<file path="config.mk">
export PLATFORM = sky130hd
export DESIGN_NAME = ccff_chain_loader
export DESIGN_NICKNAME = d
export VERILOG_FILES = /design/src/rtl/ccff_pkg.sv /design/src/rtl/ccff_word_serializer.sv /design/src/rtl/ccff_chain_loader.sv
export SDC_FILE = /design/constraint.sdc
export NUM_CORES = 1
export LEC_CHECK = 0
export ABC_AREA = 1
export BUFFER_PORTS_ARGS = -buffer_cell sky130_fd_sc_hd__clkbuf_2
export CAP_MARGIN = 20
export CORE_UTILIZATION = 30
export CTS_CLUSTER_DIAMETER = 80
export CTS_CLUSTER_SIZE = 16
export DETAILED_ROUTE_END_ITERATION = 7
export RECOVER_POWER = 50
export SETUP_SLACK_MARGIN = 0.15
export SLEW_MARGIN = 25
export SYNTH_ARGS = -nofsm -noshare
export SYNTH_HDL_FRONTEND = slang
export SYNTH_HIERARCHICAL = 1
export SYNTH_SLANG_ARGS = --single-unit
</file>
<file path="constraint.sdc">
create_clock -name prog_clk -period 1.7 [get_ports prog_clk]
set_input_delay 0.085 -clock prog_clk [delete_from_list [all_inputs] [get_ports prog_clk]]
set_output_delay 0.085 -clock prog_clk [all_outputs]
set_load 0.1 [all_outputs]
</file>
<file path="src/rtl/ccff_pkg.sv">
`default_nettype none
// ============================================================================
// Package : ccff_pkg
// Shared types and defaults for the configuration-chain loader.
// Rev     : 1.0
// ============================================================================
package ccff_pkg;

   typedef enum logic [2:0] {
      ST_IDLE   = 3'd0,
      ST_MARK   = 3'd1,
      ST_WAIT_W = 3'd2,
      ST_SHIFT  = 3'd3,
      ST_FIN    = 3'd4,
      ST_ERR    = 3'd5
   } ccff_state_e;

   localparam int         CCFF_MARKER_W = 8;
   localparam logic [7:0] CCFF_MARKER   = 8'hA5;

   function automatic int ccff_word_count(input int chain_len, input int word_w);
      return (chain_len + word_w - 1) / word_w;
   endfunction

endpackage
`default_nettype wire

</file>
<file path="src/rtl/ccff_word_serializer.sv">
`default_nettype none
// ============================================================================
// Module : ccff_word_serializer
// One host word held MSB-first, with a per-word bit counter flagging the last bit.
// Rev    : 1.0
// ============================================================================
module ccff_word_serializer #(
   parameter int WORD_W = 8
) (
   input  logic              clk_i,
   input  logic              rst_ni,
   input  logic              load_i,
   input  logic              shift_i,
   input  logic [WORD_W-1:0] data_i,
   output logic              msb_o,
   output logic              last_bit_o
);
   localparam int BW = $clog2(WORD_W + 1);

   logic [WORD_W-1:0] sr_q, sr_d;
   logic [BW-1:0]     cnt_q, cnt_d;

   // A load in the cycle of the last bit replaces the word with no bubble.
   always_comb begin
      sr_d  = sr_q;
      cnt_d = cnt_q;
      if (load_i) begin
         sr_d  = data_i;
         cnt_d = '0;
      end else if (shift_i) begin
         sr_d = sr_q << 1;
         if (cnt_q != BW'(WORD_W)) begin
            cnt_d = cnt_q + 1'b1;
         end
      end
   end

   always_ff @(posedge clk_i or negedge rst_ni) begin
      if (!rst_ni) begin
         sr_q  <= '0;
         cnt_q <= '0;
      end else begin
         sr_q  <= sr_d;
         cnt_q <= cnt_d;
      end
   end

   assign msb_o      = sr_q[WORD_W-1];
   assign last_bit_o = (cnt_q == BW'(WORD_W - 1));

endmodule
`default_nettype wire

</file>
<file path="src/rtl/ccff_chain_loader.sv">
`default_nettype none
// ============================================================================
// Module : ccff_chain_loader
// Serialises host words onto an I/O-tile config chain, keeping I/O isolated
// until a complete load. Option macro: CCFF_LOOPBACK_CHECK_EN (marker loopback).
// Rev    : 1.0
// ============================================================================
module ccff_chain_loader
   import ccff_pkg::*;
#(
   parameter int                  CHAIN_LEN = 64,
   parameter int                  WORD_W    = 8,
   parameter int                  MARKER_W  = CCFF_MARKER_W,
   parameter logic [MARKER_W-1:0] MARKER    = CCFF_MARKER
) (
   input  logic              prog_clk,
   input  logic              prog_reset_n,
   input  logic              start,
   input  logic [WORD_W-1:0] word_data,
   input  logic              word_valid,
   output logic              word_ready,
   output logic              ccff_head,
   input  logic              ccff_tail,
   output logic              cfg_shift_en,
   output logic              IO_ISOL_N,
   output logic              busy,
   output logic              done,
   output logic              error
);
   localparam int CW = $clog2(CHAIN_LEN + MARKER_W + 1);

   ccff_state_e   state_q, state_d;
   logic [CW-1:0] dcnt_q, dcnt_d;
   logic          busy_q, fin_q;
   logic          ser_load, ser_shift, ser_msb, ser_last;
   logic          data_last, fail, begin_load;

   assign data_last = (dcnt_q == CW'(CHAIN_LEN - 1));

`ifdef CCFF_LOOPBACK_CHECK_EN
   localparam ccff_state_e FIRST_ST = ST_MARK;

   logic [CW-1:0]       ecnt_q;
   logic                mism_q, shifted_q, error_q;
   logic                cmp_en, cmp_bad, mark_bit;
   logic [MARKER_W-1:0] mark_vec, exp_vec;

   // ecnt_q = shift edges so far; marker bit i reaches the tail after edge i+CHAIN_LEN.
   assign mark_vec = MARKER << ecnt_q;
   assign mark_bit = mark_vec[MARKER_W-1];
   assign exp_vec  = MARKER << (ecnt_q - CW'(CHAIN_LEN));
   assign cmp_en   = shifted_q && (ecnt_q >= CW'(CHAIN_LEN))
                     && (ecnt_q < CW'(CHAIN_LEN + MARKER_W));
   assign cmp_bad  = cmp_en && (ccff_tail != exp_vec[MARKER_W-1]);
   assign fail     = mism_q | cmp_bad;

   always_ff @(posedge prog_clk or negedge prog_reset_n) begin
      if (!prog_reset_n) begin
         ecnt_q    <= '0;
         mism_q    <= 1'b0;
         shifted_q <= 1'b0;
         error_q   <= 1'b0;
      end else begin
         shifted_q <= cfg_shift_en;
         error_q   <= (state_d == ST_ERR);
         if (begin_load) begin
            ecnt_q <= '0;
            mism_q <= 1'b0;
         end else begin
            if (cfg_shift_en && (ecnt_q != CW'(CHAIN_LEN + MARKER_W))) begin
               ecnt_q <= ecnt_q + 1'b1;
            end
            if (cmp_bad) begin
               mism_q <= 1'b1;
            end
         end
      end
   end

   assign error = error_q;
`else
   localparam ccff_state_e FIRST_ST = ST_WAIT_W;

   logic unused_ok;
   assign unused_ok = ^{ccff_tail, MARKER};
   assign fail      = 1'b0;
   assign error     = 1'b0;
`endif

   always_comb begin
      state_d      = state_q;
      dcnt_d       = dcnt_q;
      begin_load   = 1'b0;
      word_ready   = 1'b0;
      cfg_shift_en = 1'b0;
      ccff_head    = 1'b0;
      ser_load     = 1'b0;
      ser_shift    = 1'b0;
      case (state_q)
         ST_IDLE, ST_FIN, ST_ERR: begin
            if (start) begin
               begin_load = 1'b1;
               dcnt_d     = '0;
               state_d    = FIRST_ST;
            end
         end
`ifdef CCFF_LOOPBACK_CHECK_EN
         ST_MARK: begin
            cfg_shift_en = 1'b1;
            ccff_head    = mark_bit;
            if (ecnt_q == CW'(MARKER_W - 1)) begin
               state_d = ST_WAIT_W;
            end
         end
`endif
         ST_WAIT_W: begin
            word_ready = 1'b1;
            if (word_valid) begin
               ser_load = 1'b1;
               state_d  = ST_SHIFT;
            end
         end
         ST_SHIFT: begin
            cfg_shift_en = 1'b1;
            ccff_head    = ser_msb;
            ser_shift    = 1'b1;
            if (dcnt_q != CW'(CHAIN_LEN)) begin
               dcnt_d = dcnt_q + 1'b1;
            end
            // Reaching CHAIN_LEN ends the load even mid-word, dropping the excess bits.
            if (data_last) begin
               state_d = fail ? ST_ERR : ST_FIN;
            end else if (ser_last) begin
               word_ready = 1'b1;
               if (word_valid) begin
                  ser_load = 1'b1;
               end else begin
                  state_d = ST_WAIT_W;
               end
            end
         end
         default: state_d = ST_IDLE;
      endcase
   end

   always_ff @(posedge prog_clk or negedge prog_reset_n) begin
      if (!prog_reset_n) begin
         state_q <= ST_IDLE;
         dcnt_q  <= '0;
         busy_q  <= 1'b0;
         fin_q   <= 1'b0;
      end else begin
         state_q <= state_d;
         dcnt_q  <= dcnt_d;
         busy_q  <= (state_d == ST_MARK) || (state_d == ST_WAIT_W) || (state_d == ST_SHIFT);
         fin_q   <= (state_d == ST_FIN);
      end
   end

   // done and I/O release both mean "sitting in FIN", so they share one flop.
   assign busy      = busy_q;
   assign done      = fin_q;
   assign IO_ISOL_N = fin_q;

   ccff_word_serializer #(
      .WORD_W (WORD_W)
   ) u_ser (
      .clk_i      (prog_clk),
      .rst_ni     (prog_reset_n),
      .load_i     (ser_load),
      .shift_i    (ser_shift),
      .data_i     (word_data),
      .msb_o      (ser_msb),
      .last_bit_o (ser_last)
   );

endmodule
`default_nettype wire

</file>
# Yosys cells after proc, flatten, opt, wreduce, memory -nomap -nowiden
# Index checks and enable logic that the tools add are counted.
[totals]
inputBits = 13
regBits = 24
output_inout_bits = 7
memories = 0
latch_bits = 0
mem_bits_rw = 0
romBits = 0
[classes]
order_cmp = 0
addsub = 2
shift = 0
bitwise = 0
mux = 23
eq_ne = 14
n_reduce_logical = 9
n_mul = 0
div_mod_pow = 0
[op_table]
columns = ["cell", "count"]
rows = [
  ["2-to-1 mux 8 bit", 2],
  ["2-to-1 mux 3 bit", 5],
  ["2-to-1 mux 7 bit", 2],
  ["case mux 7 bit (2 select lines)", 1],
  ["== test 3 x 2 -> 1 bit (second input constant)", 4],
  ["2-to-1 mux 4 bit", 3],
  ["== test 3 bit (second input constant)", 3],
  ["case mux 3 bit (3 select lines)", 1],
  ["adder 7 x 1 -> 7 bit (second input constant)", 1],
  ["== test 7 x 6 -> 1 bit (second input constant)", 1],
  ["2-to-1 mux 1 bit", 7],
  ["!= test 7 bit (second input constant)", 1],
  ["nonzero test 2 bit", 3],
  ["adder 4 x 1 -> 4 bit (second input constant)", 1],
  ["== test 4 x 3 -> 1 bit (second input constant)", 1],
  ["!= test 2 bit (second input constant)", 2],
  ["!= test 4 bit (second input constant)", 1],
  ["case mux 1 bit (2 select lines)", 2],
  ["== test 3 x 1 -> 1 bit (second input constant)", 1],
  ["zero test 3 bit", 1],
  ["AND reduction 3 bit", 1],
  ["OR reduction 3 bit", 1],
  ["logical OR 1 bit", 2],
  ["AND reduction 2 bit", 1],
]

# Logic depth before layout (Yosys ltp)
# Gate-level depths: netlist of run 1.
[logic_depth]
word_depth = 7
depth_mapped = 12

# By module
# Netlist of run 1, hierarchy kept.
[by_module_without_submodules]
columns = ["mod", "cells_each", "area_per_inst_um2", "instances"]
rows = [
  ["ccff_chain_loader", 97, 715.7, 1],
  ["ccff_word_serializer", 80, 626.9, 1],
]

# Worst setup path before layout of run 1
# No wires, ideal clock.
[synth_path]
path_type = "register to output"
from = "register state_q[2]"
to = "output ccff_head"
path_stages_with_launch = 4
path_buffers = 0
arrival_time_ns = 1.902
setup_slack_ns = -0.287
cell_sequence = "dfrtp_1 inv_2 nand3_1 nor2_1"
[synth_via]
elab_chain_len = 2
[synth_lines]
columns = ["item", "line_no", "source"]
rows = [
  ["from (decl)", "ccff_chain_loader.sv:32", "ccff_state_e state_q, state_d;"],
  ["from (signal assigned)", "ccff_chain_loader.sv:153", "state_q <= state_d;"],
  ["== test 3 x 2 -> 1 bit", "ccff_chain_loader.sv:99", "case (state_q)"],
  ["2-to-1 mux 1 bit", "ccff_chain_loader.sv:99", ""],
  ["to (decl)", "ccff_chain_loader.sv:22", "output logic ccff_head,"],
]
# Every way passes these cells.

# Worst setup path after layout of run 1
[layout_path]
from = "register dcnt_q[1]"
to = "register u_ser.cnt_q[1]"
[layout_via]
elab_chain_len = 5
word_cells_on_any_way = 7
[layout_lines]
columns = ["item", "line_no", "source"]
rows = [
  ["from (decl)", "ccff_chain_loader.sv:33", "logic [CW-1:0] dcnt_q, dcnt_d;"],
  ["from (signal assigned)", "ccff_chain_loader.sv:154", "dcnt_q <= dcnt_d;"],
  ["== test 7 x 6 -> 1 bit (*)", "ccff_chain_loader.sv:38", "assign data_last = (dcnt_q == CW'(CHAIN_LEN - 1));"],
  ["2-to-1 mux 1 bit (*)", "ccff_chain_loader.sv:131", "if (data_last) begin"],
  ["case mux 1 bit (2 select lines) (*)", "ccff_chain_loader.sv:99", ""],
  ["via ser_load", "ccff_chain_loader.sv:35", "logic ser_load, ser_shift, ser_msb, ser_last;"],
  ["nonzero test 2 bit (no line)", "--", ""],
  ["AND reduction 2 bit (no line)", "--", ""],
  ["to (signal assigned)", "ccff_word_serializer.sv:44", "cnt_q <= cnt_d;"],
  ["to (decl)", "ccff_word_serializer.sv:21", "logic [BW-1:0] cnt_q, cnt_d;"],
]
# The timed path passes the listed nets; every way through them passes the cells marked *.
# A chain may end at the register's enable or synchronous reset.

==> results of run 1 <==
## layer usage
metal	wire, um	part of all wire, %	GRT usage (%)
met1	1300	47	17.0
met2	1320	48	23.7
met3	109	4.0	3.95
met4	25	0.91	2.30
met5	0	0	0
## placed cells by master, fill, tap and decap left out, drive strengths merged
master and instances:
xor2 1, conb 1, nor3 2, inv 27, nand4 3, nand2 62, o21bai 1, o211ai 1
bufinv 1, clkbuf 17, nor2 16, dlygate4sd3 1, dfrtp 24, a21oi 3, buf 23, nand3 23
o21ai 6, ha 4
## cell type report
class / instances / area [sq um]
clock inverter: 1 / 30.0
tap: 50 / 62.6
inverter: 27 / 104
clock buffer: 3 / 41.3
multi-input combinational: 123 / 677
sequential: 24 / 601
timing repair buffer: 38 / 285
fill: 425 / 2340
## flip-flops by register name (all words and copies together) (netlist names)
signal	count
busy	1
dcnt_q	7
u_ser/cnt_q	4
IO_ISOL_N	1
u_ser/sr_q	8
state_q	3
## through the flow
step           hold WS [ns]  total power, W
5_1_grt              0.0234         0.00341
3_5_place_dp          0.125         0.00252
3_3_place_gp          0.125         0.00251
6_report             0.0356         0.00316
2_1_floorplan        -0.211         0.00202
4_1_cts              0.0274         0.00312
## worst min-delay path: cells and delay by family
kind	cells	cell delay (ns)
AND/OR/NAND/NOR	2	0.11
buffers and inverters	1	0.07
## what timing repair did
action                                  in CTS  in global routing
endpoints found under the setup margin      13                 19
pin swaps                                    5                  4
hold endpoints to repair                    24                  0
buffers inserted                             5                  2
resized for setup                            5                 12
hold buffers                                 1                  0
## cells in the mapped netlist (all sizes together)
| master | number |
|---|---|
| buf | 3 |
| nor2 | 16 |
| inv | 27 |
| o21bai | 1 |
| a21oi | 3 |
| dfrtp | 24 |
| conb | 1 |
| xor2 | 1 |
| nand3 | 23 |
| nand4 | 3 |
| o21ai | 6 |
| nand2 | 62 |
| ha | 4 |
| nor3 | 2 |
| o211ai | 1 |
## worst max path at each step
stage               startpoint             end
global placement     dcnt_q[1]  u_ser/cnt_q[3]
finish               dcnt_q[1]  u_ser/cnt_q[1]
detailed placement   dcnt_q[1]  u_ser/cnt_q[1]
global route         dcnt_q[1]   u_ser/sr_q[4]
floorplan            dcnt_q[0]      word_ready
CTS                  dcnt_q[1]  u_ser/cnt_q[0]
## kinds of logic after synthesis
group / after synthesis / synth area share, %
other: 1 / 0.279
AOI/OAI and AO/OA: 11 / 4.47
buffers and inverters: 30 / 9.51
DFF: 24 / 44.7
adders and majority gates: 4 / 3.73
and+or+nand+nor: 106 / 36.6
xor gates and xnor gates: 1 / 0.652
## power by group
part | switching (W) | internal (W) | leakage, nW
Sequential | 0.000121 | 0.000780 | 0.313
Clock | 0.000190 | 0.000315 | 0.0357
Combinational | 0.00110 | 0.000655 | 0.587
==> impl_metrics.tcl, run 1 <==
set metrics [dict create \
    outcome "finished clean" \
    synth_fp_nets 194 \
    place_area_sq_um 1620 \
    crit_path_frequent_cell "nor2_4" \
    drt-total-wl_um 2750 \
    yosys.area.top_type "dfrtp_1" \
    syn_area_per_cell_sq_um 7.58 \
    yosysSeqAreaShare_pct 44.7 \
    path_delay_family "simple AND/OR/NAND/NOR gates" \
    worstMarginPinSlew_ns 0.594 \
    dp.cells 254 \
    dr.pass1.iters 4 \
    die-area_sq_um 4750 \
    timing.rr.start "dcnt_q[1]" \
    period_share_pct 97.4 \
    cp_num_buf_inv 1 \
    arrival_ns 1.82 \
    yosys_warnings 6 \
    fin_area_sq_um 1800 \
    min_delay_worst_endpoint "u_ser/sr_q[4]" \
    cts_tree "built" \
    rsz0062_at_grt "true" \
    hold_viol_final 0 \
    wl_per_cell_um 10.3 \
    cpMaxStageDelayCell "dfrtp_1" \
    rr_endpoint "u_ser/cnt_q[1]" \
    grt_pass1_wl_um 4840 \
    skew_ns 0.00661 \
    min_path_cells 3 \
    htree_num_levels 1 \
    hold_class "in -> reg" \
    hpwl_um 1950 \
    critical_path.startpoint_type "flip-flop" \
    worstSetupPathType "reg -> reg" \
    fin_nets 234 \
    ant_nets 0 \
    ir_drop_mv 0.683 \
    syn_to_final_growth_pct 34.1 \
    initial_core_util_pct 32.4 \
    insertedDiodeCount 0 \
    hold_start "word_data[4]" \
    fin_crit_ns 1.66 \
    chipHeight_um 68.9 \
    place_ws_ns -0.00871 \
    clockBufferDepth 2 \
    setup_ws_ns 0.0449 \
    gp_congestion 0.807 \
    vias_per_cell 4.46 \
    setup_violations 0 \
    end_kind "flip-flop" \
    antenna_found_initial 0 \
    grt_max_degree 25 \
    drc 0 \
    clk_latency_ns 0.27 \
    p_per_area_nw_per_um2 1760 \
    drt_iter0_markers 59 \
    crit_cells 12 \
    final_core_util_pct 43.4 \
    ioPinCount 20 \
    numCtsBuffers 3 \
    synth.top_cell.area_share_pct 44.7 \
    netlist_area_sq_um 1340 \
    instances_no_fill 266 \
    synth_cells 177 \
    worstPathRequired_ns 1.86 \
    clk_pin_slew_ns 0.09 \
    num_vias 1186 \
    r2r_setup_slack_ns 0.04 \
    grt_pass1_vias 1174 \
    cp_max_fo 4 \
    p_leak_nw 0.935 \
    cts-root-buf "clkbuf_8" \
    slew_violations 0 \
    synth-seq-cells 24 \
    gr-total-overflow 0 \
    die_x_um 68.9 \
    yosys-top-cells-area "dfrtp_1 45%, nand2_1 16%, nand3_1 8.2%" \
    path_cells "ha_2 > nand3_4 > nor2_4 > nor2_4 > nand2_2 > a21oi_4 > buf_6 > nor2_4 > nand2_4 > nand2_4 > nand2_1 > nand2_1" \
    drive_gt1_share_pct 31.9 \
    maxCapViolations 0 \
    r2r_cells 12 \
    rows 23 \
    fmax_mhz 604 \
    critPathMaxStageDelay_ns 0.39 \
    ys_types 22 \
    relSlewSlack_pct 60.4 \
    grt_util_all_layers_pct 13.7 \
    fp.coreArea_sq_um 4140 \
    cts_sinks 24 \
    place.port_buffers 17 \
    tns_ns 0 \
]
No activity file was read; power rests on OpenSTA's default activity.
==> run 2, diff against run 1 <==
--- a/config.mk
+++ b/config.mk
@@ -13,7 +13,6 @@
 export CTS_CLUSTER_SIZE = 16
 export DETAILED_ROUTE_END_ITERATION = 7
 export RECOVER_POWER = 50
-export SETUP_SLACK_MARGIN = 0.15
 export SLEW_MARGIN = 25
 export SYNTH_ARGS = -nofsm -noshare
 export SYNTH_HDL_FRONTEND = slang
==> run 2 against run 1 <==
Compared with the run above:
- register-to-register slack about the same
- utilization increased by 1.1 points
- critical path type is now reg -> out
- wire length increased by 4.5%
- maximum frequency hardly changed
- final area up 2.6%
- non-clock buffer count rose by 6
- largest power group unchanged
- clock skew down 0.0014 ns
- worst setup slack about the same
- clock power fell by 23%
- total power down 1.5%
==> impl_metrics.tcl, run 2 (synthesis results as in run 1) <==
set metrics [dict create \
    outcome "finished clean" \
    ioPinCount 20 \
    die-area_sq_um 4750 \
    ant_nets 0 \
    switchingPower_w 0.00142 \
    cp_num_buf_inv 2 \
    drc 0 \
    total_power_w 0.00311 \
    die_x_um 68.9 \
    cts_sinks 24 \
    largest_registers "u_ser/sr_q (8), dcnt_q (7), u_ser/cnt_q (4)" \
    p_leak_nw 0.977 \
    skew_ns 0.00516 \
    fin_nets 240 \
    fin_crit_ns 1.66 \
    syn_to_final_growth_pct 37.6 \
    worstMarginPinSlew_ns 0.608 \
    gr-total-overflow 0 \
    largest_register_ffs 8 \
    switching_share_pct 45.5 \
    critical_path.startpoint_type "flip-flop" \
    numCtsBuffers 3 \
    worstSetupPathType "reg -> out" \
    maxCapViolations 0 \
    fin_area_sq_um 1850 \
    gp_congestion 0.786 \
    fp.coreArea_sq_um 4140 \
    cp_max_fo 2 \
    worstPathRequired_ns 1.62 \
    grt_pass1_vias 1182 \
    drt_iter0_markers 60 \
    hold_viol_final 0 \
    dr.pass1.iters 4 \
    dp.cells 261 \
    clockBufferDepth 2 \
    p_seq_share_pct 28.8 \
    arrival_ns 1.57 \
    power.share.clock_pct 12.5 \
    grt_pass1_wl_um 4970 \
    relSlewSlack_pct 59.4 \
    wl_per_cell_um 10.6 \
    vias_per_cell 4.46 \
    power.internal_w 0.00170 \
    cts_tree "built" \
    hold_class "in -> reg" \
    p_per_area_nw_per_um2 1690 \
    top_register "u_ser/sr_q" \
    insertedDiodeCount 0 \
    place.port_buffers 17 \
    place_ws_ns -0.0973 \
    clk_latency_ns 0.26 \
    cts-root-buf "clkbuf_8" \
    chipHeight_um 68.9 \
    n_fill_cell 435 \
    final_common_cell "nand2_1" \
    ir_drop_mv 1.19 \
    grt_util_all_layers_pct 14.3 \
    end_kind "primary output" \
    antenna_found_initial 0 \
    htree_num_levels 1 \
    pwr-share-comb_pct 58.7 \
    rows 23 \
    clk_pin_slew_ns 0.09 \
    period_share_pct 97.4 \
    path_delay_family "flip-flops" \
    path_cells "ha_4 > nand3_4 > nor2_4 > nor2_4 > nand2_4 > buf_4 > nand2_4 > buf_12" \
    slew_violations 0 \
    final_cell_mix "53 x nand2_1, 24 x dfrtp_1, 24 x inv_1, 24 x buf_4, 21 x nand3_1" \
    fmax_mhz 604 \
    num_vias 1212 \
    setup_violations 0 \
    drive_gt1_share_pct 32.0 \
    place_area_sq_um 1660 \
    setup_ws_ns 0.0447 \
    tns_ns 0 \
    instances_no_fill 272 \
    cpMaxStageDelayCell "dfrtp_1" \
    rsz0062_at_grt "true" \
    drt-total-wl_um 2880 \
    critPathMaxStageDelay_ns 0.42 \
    grt_max_degree 25 \
    initial_core_util_pct 32.4 \
    hpwl_um 2130 \
]
## run 2: changes by cell type in the layout (fill, tap and decap cells not counted), sizes merged
cell | previous run | this run
bufinv | 1 | 0
buf | 23 | 29
clkbuf | 17 | 18
## run 2: worst reg2reg max path, delay by kind of cell (launching register included)
kind / cells / cell delay [ns]
adder cells (fa/ha/maj): 1 / 0.19
AND/OR/NAND/NOR: 8 / 0.54
buffers and inverters: 2 / 0.23
flip-flops: 1 / 0.42
AO/OA/AOI/OAI: 1 / 0.18
## run 2: worst paths after layout
kind                                    start        endpoint  slack, ns  cells past startpoint
max in group asynchronous        prog_reset_n       IO_ISOL_N       0.95                      2
worst max register to register      dcnt_q[1]  u_ser/cnt_q[1]       0.05                     12
worst min register to register  u_ser/sr_q[3]   u_ser/sr_q[4]       0.49                      2
worst min-delay path             word_data[0]   u_ser/sr_q[0]       0.03                      3
min in group asynchronous        prog_reset_n  u_ser/cnt_q[1]       0.35                      2
worst max-delay path                dcnt_q[1]      word_ready       0.04                      8
## run 2: routing by layer
metal | GRT usage, % | wire (um) | up-vias
li1 | - | - | 640
met1 | 18.1 | 1410 | 553
met2 | 23.9 | 1350 | 17
met3 | 3.62 | 100 | 2
met4 | 3.83 | 15 | 0
met5 | 0 | 0 | -
## run 2: through the flow
step	util, %	hold WS (ns)
finish	44.6	0.0297
global route	44.6	0.0269
CTS	42.4	0.0277
detailed placement	40.0	0.135
global placement	40.0	0.124
floorplan	-	-0.211
## run 2: power by group through the flow
stage	registers [W]	logic, W	clock network [W]
after global placement	0.000892	0.00165	0
after detailed placement	0.000897	0.00168	0
after floorplan	0.00102	0.000982	0
after global routing	0.000923	0.00203	0.000437
final	0.000896	0.00183	0.000390
after CTS	0.000884	0.00173	0.000398
## run 2: layout make-up
class	instances	area, sq um	share of cell area [%]
clock buffers	4	55.1	2.98
inverters	27	101	5.49
multi-input cells	123	693	37.5
flip-flops and latches	24	601	32.5
well taps	50	62.6	3.39
repair buffers	44	334	18.1
## run 2: timing repair
| action | 4_1_cts | 5_1_grt |
|---|---|---|
| hold buffers | 1 | 0 |
| buffers inserted | 2 | 5 |
| hold endpoints to repair | 24 | 0 |
| resized for setup | 5 | 14 |
| pin swaps | 1 | 9 |
| endpoints found under the setup margin | 12 | 12 |
